**config.mk**
```make
export PLATFORM = sky130hd
export DESIGN_NAME = button_bounce_gen
export DESIGN_NICKNAME = d
export VERILOG_FILES = /design/src/rtl/btn_bounce_pkg.sv /design/src/rtl/button_bounce_gen_lfsr16.sv /design/src/rtl/button_bounce_gen.sv
export SDC_FILE = /design/constraint.sdc
export NUM_CORES = 1
export LEC_CHECK = 0
export BUFFER_PORTS_ARGS = -buffer_cell sky130_fd_sc_hd__buf_2
export CORE_AREA = 2 2 83 61
export CTS_BUF_LIST = sky130_fd_sc_hd__clkbuf_8
export DETAILED_ROUTE_END_ITERATION = 7
export DIE_AREA = 0 0 85 63
export PLACE_DENSITY = 0.59
export SYNTH_ARGS = -nofsm -noshare
export SYNTH_HDL_FRONTEND = slang
export SYNTH_SLANG_ARGS = --single-unit
```
**constraint.sdc**
```tcl
create_clock -name clk -period 2.08 [get_ports clk]
set_input_delay 0.208 -clock clk [delete_from_list [all_inputs] [get_ports clk]]
set_output_delay 0.208 -clock clk [all_outputs]
set_load 0.005 [all_outputs]
```
**src/rtl/btn_bounce_pkg.sv**
```systemverilog
// Shared types and constants for the button bounce generator.
// The LFSR constants are used only when BUTTON_BOUNCE_GEN_LFSR_EN is defined.
package btn_bounce_pkg;

   typedef enum logic [1:0] {
      ST_IDLE   = 2'd0,
      ST_BOUNCE = 2'd1,
      ST_SETTLE = 2'd2
   } state_t;

   localparam int unsigned DEF_BOUNCE_CYCLES = 1000;
   localparam int unsigned DEF_STEP_DIV      = 16;
   localparam int unsigned DEF_SETTLE_CYCLES = 2000;
   localparam logic [15:0] DEF_LFSR_SEED     = 16'hACE1;

   // Galois taps for x^16 + x^14 + x^13 + x^11 + 1 (right-shifting form).
   localparam int unsigned LFSR_W    = 16;
   localparam logic [15:0] LFSR_TAPS = 16'hB400;

   // One Galois step.
   function automatic logic [15:0] lfsr_next(input logic [15:0] s);
      return s[0] ? ((s >> 1) ^ LFSR_TAPS) : (s >> 1);
   endfunction

   // An all-zero seed would lock the register, so it is replaced by 1.
   function automatic logic [15:0] lfsr_fix_seed(input logic [15:0] seed);
      return (seed == 16'h0000) ? 16'h0001 : seed;
   endfunction

endpackage

```
**src/rtl/button_bounce_gen_lfsr16.sv**
```systemverilog
// Free-running 16-bit Galois LFSR, advancing every clock.
module lfsr16
   import btn_bounce_pkg::*;
(
   input  logic              clk,
   input  logic              reset,
   input  logic [LFSR_W-1:0] seed,
   output logic [LFSR_W-1:0] state
);

   // Load the (zero-guarded) seed on reset, otherwise step every cycle.
   always_ff @(posedge clk or posedge reset) begin
      if (reset) state <= lfsr_fix_seed(seed);
      else       state <= lfsr_next(state);
   end

endmodule

```
**src/rtl/button_bounce_gen.sv**
```systemverilog
// Emulates a bouncing mechanical contact for exercising a debouncer.
// Each requested level change produces a bounce window of toggles followed
// by a stable settle period and a one-cycle completion tick.
// Define BUTTON_BOUNCE_GEN_LFSR_EN to gate the toggles with a pseudo-random
// LFSR bit; otherwise every toggle candidate toggles (square bounce).
module button_bounce_gen
   import btn_bounce_pkg::*;
#(
   parameter int unsigned BOUNCE_CYCLES = DEF_BOUNCE_CYCLES,
   parameter int unsigned STEP_DIV      = DEF_STEP_DIV,
   parameter int unsigned SETTLE_CYCLES = DEF_SETTLE_CYCLES,
   parameter logic [15:0] LFSR_SEED     = DEF_LFSR_SEED
)
(
   input  logic clk,
   input  logic reset,
   input  logic btn_target,
   output logic sw_out,
   output logic busy,
   output logic settled_tick
);

   localparam int unsigned BW = $clog2(BOUNCE_CYCLES + 1);
   localparam int unsigned DW = $clog2(STEP_DIV + 1);
   localparam int unsigned TW = $clog2(SETTLE_CYCLES + 1);

   state_t         state;
   logic           target_q;
   logic [BW-1:0]  bounce_cnt;
   logic [DW-1:0]  step_cnt;
   logic [TW-1:0]  settle_cnt;
   logic           toggle_en_c;

`ifdef BUTTON_BOUNCE_GEN_LFSR_EN
   logic [LFSR_W-1:0] lfsr_state;

   lfsr16 u_lfsr16 (
      .clk   (clk),
      .reset (reset),
      .seed  (LFSR_SEED),
      .state (lfsr_state)
   );

   assign toggle_en_c = lfsr_state[0];
`else
   assign toggle_en_c = 1'b1;
`endif

   // Event sequencer: IDLE -> BOUNCE -> SETTLE -> IDLE, all outputs registered.
   always_ff @(posedge clk or posedge reset) begin
      if (reset) begin
         state        <= ST_IDLE;
         sw_out       <= 1'b0;
         busy         <= 1'b0;
         settled_tick <= 1'b0;
         target_q     <= 1'b0;
         bounce_cnt   <= '0;
         step_cnt     <= '0;
         settle_cnt   <= '0;
      end else begin
         settled_tick <= 1'b0;
         case (state)
            ST_IDLE: begin
               if (btn_target != sw_out) begin
                  target_q   <= btn_target;
                  sw_out     <= btn_target;
                  bounce_cnt <= BW'(BOUNCE_CYCLES - 1);
                  step_cnt   <= DW'(STEP_DIV - 1);
                  busy       <= 1'b1;
                  state      <= ST_BOUNCE;
               end
            end
            ST_BOUNCE: begin
               // End of window takes priority over a coincident toggle.
               if (bounce_cnt == '0) begin
                  sw_out     <= target_q;
                  settle_cnt <= TW'(SETTLE_CYCLES - 1);
                  state      <= ST_SETTLE;
               end else begin
                  bounce_cnt <= bounce_cnt - BW'(1);
                  if (step_cnt == '0) begin
                     step_cnt <= DW'(STEP_DIV - 1);
                     if (toggle_en_c) sw_out <= ~sw_out;
                  end else begin
                     step_cnt <= step_cnt - DW'(1);
                  end
               end
            end
            ST_SETTLE: begin
               if (settle_cnt == '0) begin
                  settled_tick <= 1'b1;
                  busy         <= 1'b0;
                  state        <= ST_IDLE;
               end else begin
                  settle_cnt <= settle_cnt - TW'(1);
               end
            end
            default: begin
               busy  <= 1'b0;
               state <= ST_IDLE;
            end
         endcase
      end
   end

endmodule

```
==> results of run 1 <==
## synthesized netlist by cell type, drive strengths merged, types with 2 or more instances
library cell  instances
a211o                 3
a211oi                2
a21o                  2
a21oi                11
a31oi                 4
and2                  4
and3                  2
buf                   4
clkbuf                4
dfrtp                32
ha                    3
inv                   9
mux2i                 3
nand2                 9
nand2b                5
nand3                 3
nand3b                2
nand4                 2
nor2                 16
nor3                  9
nor4                  7
o21ai                 3
o31ai                 7
o41ai                 2
or3                   4
or3b                  2
or4                   4
or4b                  3
xnor2                 3
## state kept, by name, summed over array words and instances, names as in the netlist
| signal | flops |
|---|---|
| settle_cnt | 11 |
| bounce_cnt | 10 |
| step_cnt | 5 |
| state | 2 |
| busy | 1 |
| settled_tick | 1 |
| sw_out | 1 |
| target_q | 1 |
## worst max-delay path: cells and delay by family (launching register included)
kind             cells  cell delay (ps)
DFF                  1              410
and+or+nand+nor      4             1480
## power by group through the flow
stage               Clock [mW]  Combinational, mW  Sequential [mW]
floorplan                    0              0.545            0.933
global placement             0              0.729            0.958
detailed placement           0              0.747            0.968
CTS                      0.491              0.750            0.962
global route             0.526              0.879            0.999
finish                   0.474              0.771            0.971
## how the worst min path moves through the flow
stage           from                        end  slack [ps]  cells past startpoint
3_5_place_dp   reset     settled_tick$_DFF_PP0_         320                      3
5_1_grt        reset    step_cnt[3]$_DFFE_PP0P_          50                      3
3_3_place_gp   reset  bounce_cnt[8]$_DFFE_PP0P_         310                      3
2_1_floorplan  reset  bounce_cnt[0]$_DFFE_PP0P_         320                      1
6_report       reset  bounce_cnt[3]$_DFFE_PP0P_           6                      3
4_1_cts        reset  bounce_cnt[2]$_DFFE_PP0P_          20                      3
## through the flow
step / hold WS [ps] / total power, mW / setup WS [ps] / instance area, sq um / instances
after floorplan: 324 / 1.48 / 87.4 / 1780 / 180
after global placement: 315 / 1.69 / 159 / 1950 / 249
after detailed placement: 321 / 1.71 / 111 / 1950 / 249
after CTS: 23.6 / 2.20 / 101 / 2040 / 257
after global routing: 46.7 / 2.40 / 22.8 / 2070 / 257
final: 5.84 / 2.22 / 130 / 2070 / 257
## layout make-up
| class | count | area, sq um |
|---|---|---|
| clock buffer | 6 | 82.6 |
| clock inverter | 2 | 7.51 |
| sequential | 32 | 801 |
| tap | 57 | 71.3 |
| timing repair buffer | 20 | 138 |
| inverter | 9 | 33.8 |
| fill | 419 | 2530 |
| multi-input combinational | 131 | 936 |
## routing by layer
metal  vias to the layer above  GRT usage (%)  share of wire (%)
met1                       701           24.7                 52
met3                         2           4.36                5.5
li1                        707              -                  -
met4                         0           4.37               0.49
met2                        32           24.6                 42
met5                         -              0                  0
## cell families after synthesis
kind of cell,synth area share (%)
AO/OA/AOI/OAI,17.5
XOR/XNOR,1.97
adder cells (fa/ha/maj),2.11
buffers and inverters,4.08
flip-flops,45.0
multiplexers,2.32
AND/OR/NAND/NOR,27.1
==> impl_metrics.tcl, run 1 <==
set metrics [dict create \
    status "completed" \
    timing.final.crit_share_pct 93.7 \
    fin_util_pct 45.0 \
    drive_gt1_share_pct 19.0 \
    crit_start "bounce_cnt[1]$_DFFE_PP0P_" \
    wl_per_cell_um 15.2 \
    synth.cell_area_sq_um 1780 \
    grt_antenna_before_repair 0 \
    finalCriticalPeriod_ps 1950 \
    required_ps 2290 \
    maxSlewHeadroom_pct 63.7 \
    netlist_instances 180 \
    antenna_left 0 \
    fin_skew_ps 2.64 \
    vias 1442 \
    cts_hold_buf 0 \
    grt_pass1_vias 1528 \
    cts_tree "yes" \
    die_x_um 85 \
    r2r-end "bounce_cnt[9]$_DFFE_PP0P_" \
    routed_via_density 5.61 \
    cts_resized 0 \
    rows 21 \
    dp.final_hpwl_um 2840 \
    area_growth_pct 16.2 \
    yosys.area.top_type_share_pct 45.0 \
    synth_edf_count 0 \
    postSynth.asyncResetShare_pct 100 \
    ys_seq_area_share_pct 45.0 \
    syn_nets 186 \
    ys_ff_latch 32 \
    p_per_area_nw_per_um2 1070 \
    clock_sinks 32 \
    worst-r2r-cell-count 4 \
    clock_insertion_delay_worst_skew_ps 270 \
    drt_first_pass_iters 4 \
    numCtsBuffers 5 \
    cp_slowest_cell "or4b_1" \
    crit_path_end "bounce_cnt[9]$_DFFE_PP0P_" \
    io_pins 6 \
    slew_violations 0 \
    grt_overflow_total 0 \
    diodes 0 \
    fin_setup_tns_ps 0 \
    drt_iter0_drc 155 \
    rr_startpoint "bounce_cnt[1]$_DFFE_PP0P_" \
    synth_warnings 0 \
    worst_setup_path_end_kind "register" \
    slowest_delay_ps 590 \
    yosysTopAreaCell "dfrtp_1" \
    pwr-share-comb_pct 34.8 \
    r2r_slack_ps 130 \
    drc 0 \
    cp_data_arrival_time_ps 2160 \
    fmax_mhz 513 \
    critPathLaunchType "register" \
    die-height_um 63 \
    grt_setup_unrepaired "false" \
    worstPathCellList "or4b_1 -> or4_4 -> or3b_1 -> nand3_1" \
    hold_violations 0 \
    crit_path_max_fanout 4 \
    htree_levels 2 \
    ir_worst_vdd_uv 636 \
    postCtsSetupBuffers 0 \
    final_nets 205 \
    io_buffers 5 \
    dominantRegCellSynth "dfrtp_1" \
    swShare_pct 36.7 \
    grt_pass1_wl_um 7220 \
    layout_common_cells "32 x dfrtp_1, 16 x nor2_1, 15 x buf_4, 11 x a21oi_1, 11 x inv_1" \
    root_buffer "clkbuf_8" \
    path_class "register to register" \
    intPower_mw 1.40 \
    finalWeightedCongestion 0.860 \
    path_clk_slew_ps 60 \
    final_common_cell "dfrtp_1" \
    p_sw_mw 0.812 \
    synthDistinctLibCells 52 \
    grt_start_max_net_pins 33 \
    clk_path_buf_depth 2 \
    p_seq_share_pct 43.8 \
    core_sq_um 4600 \
    grt_use_total_pct 16.8 \
    p_leak_nw 0.881 \
    drt-total-wl_um 3920 \
    setup_violations 0 \
    avgSynthCellArea_sq_um 9.89 \
    initial_core_util_pct 38.7 \
    max_slew.worst_pin.slew_ps 541 \
    dieArea_sq_um 5360 \
    worst_hold_path_type "input pin to asynchronous set/reset pin" \
    synth.top_cells.by_area "dfrtp_1 45%, nor4_4 3.6%, nor2_1 3.4%" \
    maxCapViolations 0 \
    power_frac_clock_pct 21.4 \
]
Note: power is estimated with default switching activity, not from simulation.
==> run 2: changes to the inputs <==
--- a/config.mk
+++ b/config.mk
@@ -5,12 +5,13 @@
 export SDC_FILE = /design/constraint.sdc
 export NUM_CORES = 1
 export LEC_CHECK = 0
-export BUFFER_PORTS_ARGS = -buffer_cell sky130_fd_sc_hd__buf_2
-export CORE_AREA = 2 2 83 61
+export ABC_AREA = 1
+export BUFFER_PORTS_ARGS = -buffer_cell sky130_fd_sc_hd__clkbuf_2
+export CORE_AREA = 2 2 79 58
 export CTS_BUF_LIST = sky130_fd_sc_hd__clkbuf_8
 export DETAILED_ROUTE_END_ITERATION = 7
-export DIE_AREA = 0 0 85 63
-export PLACE_DENSITY = 0.59
+export DIE_AREA = 0 0 81 60
+export PLACE_DENSITY = 0.69
 export SYNTH_ARGS = -nofsm -noshare
 export SYNTH_HDL_FRONTEND = slang
 export SYNTH_SLANG_ARGS = --single-unit
==> run 2 against run 1 <==
Power is 48% lower. Die area is 9.2% lower. Count of clock-buffer cells in the layout is 1 higher. Non-clock buffer count is 13 lower. Sequential power is 36% lower. Critical path depth is 5 higher. Largest power group unchanged. Highest routed layer unchanged.
==> impl_metrics.tcl, run 2 <==
set metrics [dict create \
    syn_nets 263 \
    worstPathCellList "inv_1 -> ha_1 -> nand2_1 -> nor2_4 -> nand2_4 -> nand2_4 -> nand2_4 -> o21ai_0 -> o21ai_2" \
    slew_violations 0 \
    largest_register_ffs 11 \
    cp_data_arrival_time_ps 1940 \
    yosys.area.top_type_share_pct 40.4 \
    setup_violations 0 \
    cts_resized 0 \
    path_buf_inv 1 \
    wl_per_cell_um 11.6 \
    grt_pass1_vias 1402 \
    placed_cells 314 \
    cts_tree "yes" \
    drive_gt1_share_pct 17.2 \
    worst_hold_path_type "input pin to register" \
    rows 20 \
    p_per_area_nw_per_um2 541 \
    p_leak_nw 1.15 \
    grt_overflow_total 0 \
    timing.final.crit_share_pct 84.8 \
    required_ps 2260 \
    grt_start_max_net_pins 33 \
    avgSynthCellArea_sq_um 7.71 \
    slowest_delay_ps 360 \
    postCtsSetupBuffers 0 \
    critPathLaunchType "register" \
    numCtsBuffers 5 \
    maxCapViolations 0 \
    htree_levels 2 \
    root_buffer "clkbuf_8" \
    num-fill-cells 405 \
    area_growth_pct 8.21 \
    initial_core_util_pct 47.7 \
    layout_common_cells "82 x nand2_1, 32 x nand3_1, 32 x dfrtp_1, 24 x inv_1, 24 x nor2_1" \
    synth_edf_count 0 \
    grt_antenna_before_repair 0 \
    vias 1577 \
    synth.cell_area_sq_um 1980 \
    ys_ff_latch 32 \
    dominantRegCellSynth "dfrtp_1" \
    die_x_um 81 \
    crit_path_max_fanout 24 \
    reg_top3 "settle_cnt x11, bounce_cnt x10, step_cnt x5" \
    core_sq_um 4150 \
    synth.top_cells.by_area "dfrtp_1 40%, nand2_1 16%, nand3_1 8.1%" \
    die-height_um 60 \
    clock_insertion_delay_worst_skew_ps 290 \
    status "completed" \
    path_class "register to register" \
    drc 0 \
    diodes 0 \
    final_common_cell "nand2_1" \
    synthTopCellsByCount "82 x nand2_1, 32 x dfrtp_1, 32 x nand3_1, 24 x inv_1, 24 x nor2_1" \
    grt_setup_unrepaired "false" \
    yosysTopAreaCell "dfrtp_1" \
    yosysMostFrequentCell "nand2_1" \
    cp_slowest_cell "dfrtp_1" \
    finalCriticalPeriod_ps 1760 \
    synth_warnings 0 \
    dp.final_hpwl_um 2650 \
    fin_setup_tns_ps 0 \
    grt_use_total_pct 17.7 \
    netlist_instances 257 \
    clock_sinks 32 \
    maxSlewHeadroom_pct 72.3 \
    clk_path_buf_depth 2 \
    dieArea_sq_um 4860 \
    crit_top_cell "nand2_4" \
    finalWeightedCongestion 0.820 \
    fin_skew_ps 4.95 \
    path_clk_slew_ps 60 \
    ir_worst_vdd_uv 331 \
    drt_first_pass_iters 5 \
    drt_iter0_drc 131 \
    io_buffers 5 \
    worst_setup_path_end_kind "register" \
    grt_pass1_wl_um 6440 \
    hold_violations 0 \
    final_nets 273 \
    max_slew.worst_pin.slew_ps 416 \
    cts_hold_buf 1 \
    fmax_mhz 567 \
    routed_via_density 4.90 \
    synthDistinctLibCells 26 \
    layout.cells.non_filler 322 \
    io_pins 6 \
    ys_seq_area_share_pct 40.4 \
    antenna_left 0 \
    drt-total-wl_um 3740 \
    postSynth.asyncResetShare_pct 100 \
    crit_family "simple AND/OR/NAND/NOR gates" \
    top_register "settle_cnt" \
]
==> run 2: cell types whose count changed in the layout (fill, tap and decap cells not counted), sizes merged, moves of 7 or more <==
cell,delta
buf,-19
nand2,+79
nor2,+16
nand3,+32
inv,+16
o31ai,-7
nor3,-7
a21oi,-10
nor4,-7
o21ai,+22
==> run 2: path summary, 6_finish.rpt <==
check,startpoint,end,slack (ps),depth (start not counted)
worst min register to register,step_cnt[2]$_DFFE_PP0P_,step_cnt[2]$_DFFE_PP0P_,470,2
worst min-delay path,btn_target,target_q$_DFFE_PP0P_,230,3
worst max-delay path,bounce_cnt[0]$_DFFE_PP0P_,bounce_cnt[0]$_DFFE_PP0P_,320,9
worst max register to register,bounce_cnt[0]$_DFFE_PP0P_,bounce_cnt[0]$_DFFE_PP0P_,320,9
min in group asynchronous,reset,bounce_cnt[8]$_DFFE_PP0P_,540,4
max in group asynchronous,reset,step_cnt[1]$_DFFE_PP0P_,1240,4
==> run 2: final cells by class <==
| cell class | count | area, sq um | share of cell area [%] |
|---|---|---|---|
| timing repair buffer | 7 | 42.5 | 1.98 |
| multi-input combinational | 194 | 1030 | 48.2 |
| inverter | 27 | 101 | 4.73 |
| clock buffer | 7 | 96.3 | 4.50 |
| tap | 55 | 68.8 | 3.21 |
| sequential | 32 | 801 | 37.4 |
==> run 2: metrics by stage <==
step	power, mW	setup WS (ps)	utilization, %	hold WS, ps	instance area, sq um
after detailed placement	0.652	333	49.0	308	2040
after CTS	1.18	322	51.6	218	2140
after global placement	0.652	396	49.0	309	2040
after floorplan	0.644	535	-	324	1980
final	1.16	316	51.6	227	2140
after global routing	1.20	58.0	51.6	258	2140
==> run 2: per-layer routing <==
metal | share of wire, % | global-route usage [%] | vias to the layer above
li1 | - | - | 842
met4 | 1.6 | 7.26 | 0
met5 | 0 | 0 | -
met1 | 56 | 26.9 | 710
met2 | 39 | 24.3 | 18
met3 | 2.5 | 3.63 | 7
==> run 2: cells by family (layout without fill, tap and decap cells) <==
family                   count (synthesis)  count (layout)  synth area share [%]
buffers and inverters                   31              41                  7.39
AO/OA/AOI/OAI                           27              27                  9.03
flip-flops                              32              32                  40.4
XOR/XNOR                                 4               4                  1.77
AND/OR/NAND/NOR                        160             160                  39.5
adder cells (fa/ha/maj)                  3               3                  1.90
==> run 2: report_power, final <==
group / switching (mW) / total (mW) / internal, mW
combinational: 0.0141 / 0.0184 / 0.00432
sequential: 0 / 0.622 / 0.622
clock: 0.224 / 0.518 / 0.294
total: 0.238 / 1.16 / 0.921
==> run 2: worst min-delay path: stages <==
cell      delay [ps]
clkbuf_2         100
inv_1             60
o21ai_0           90
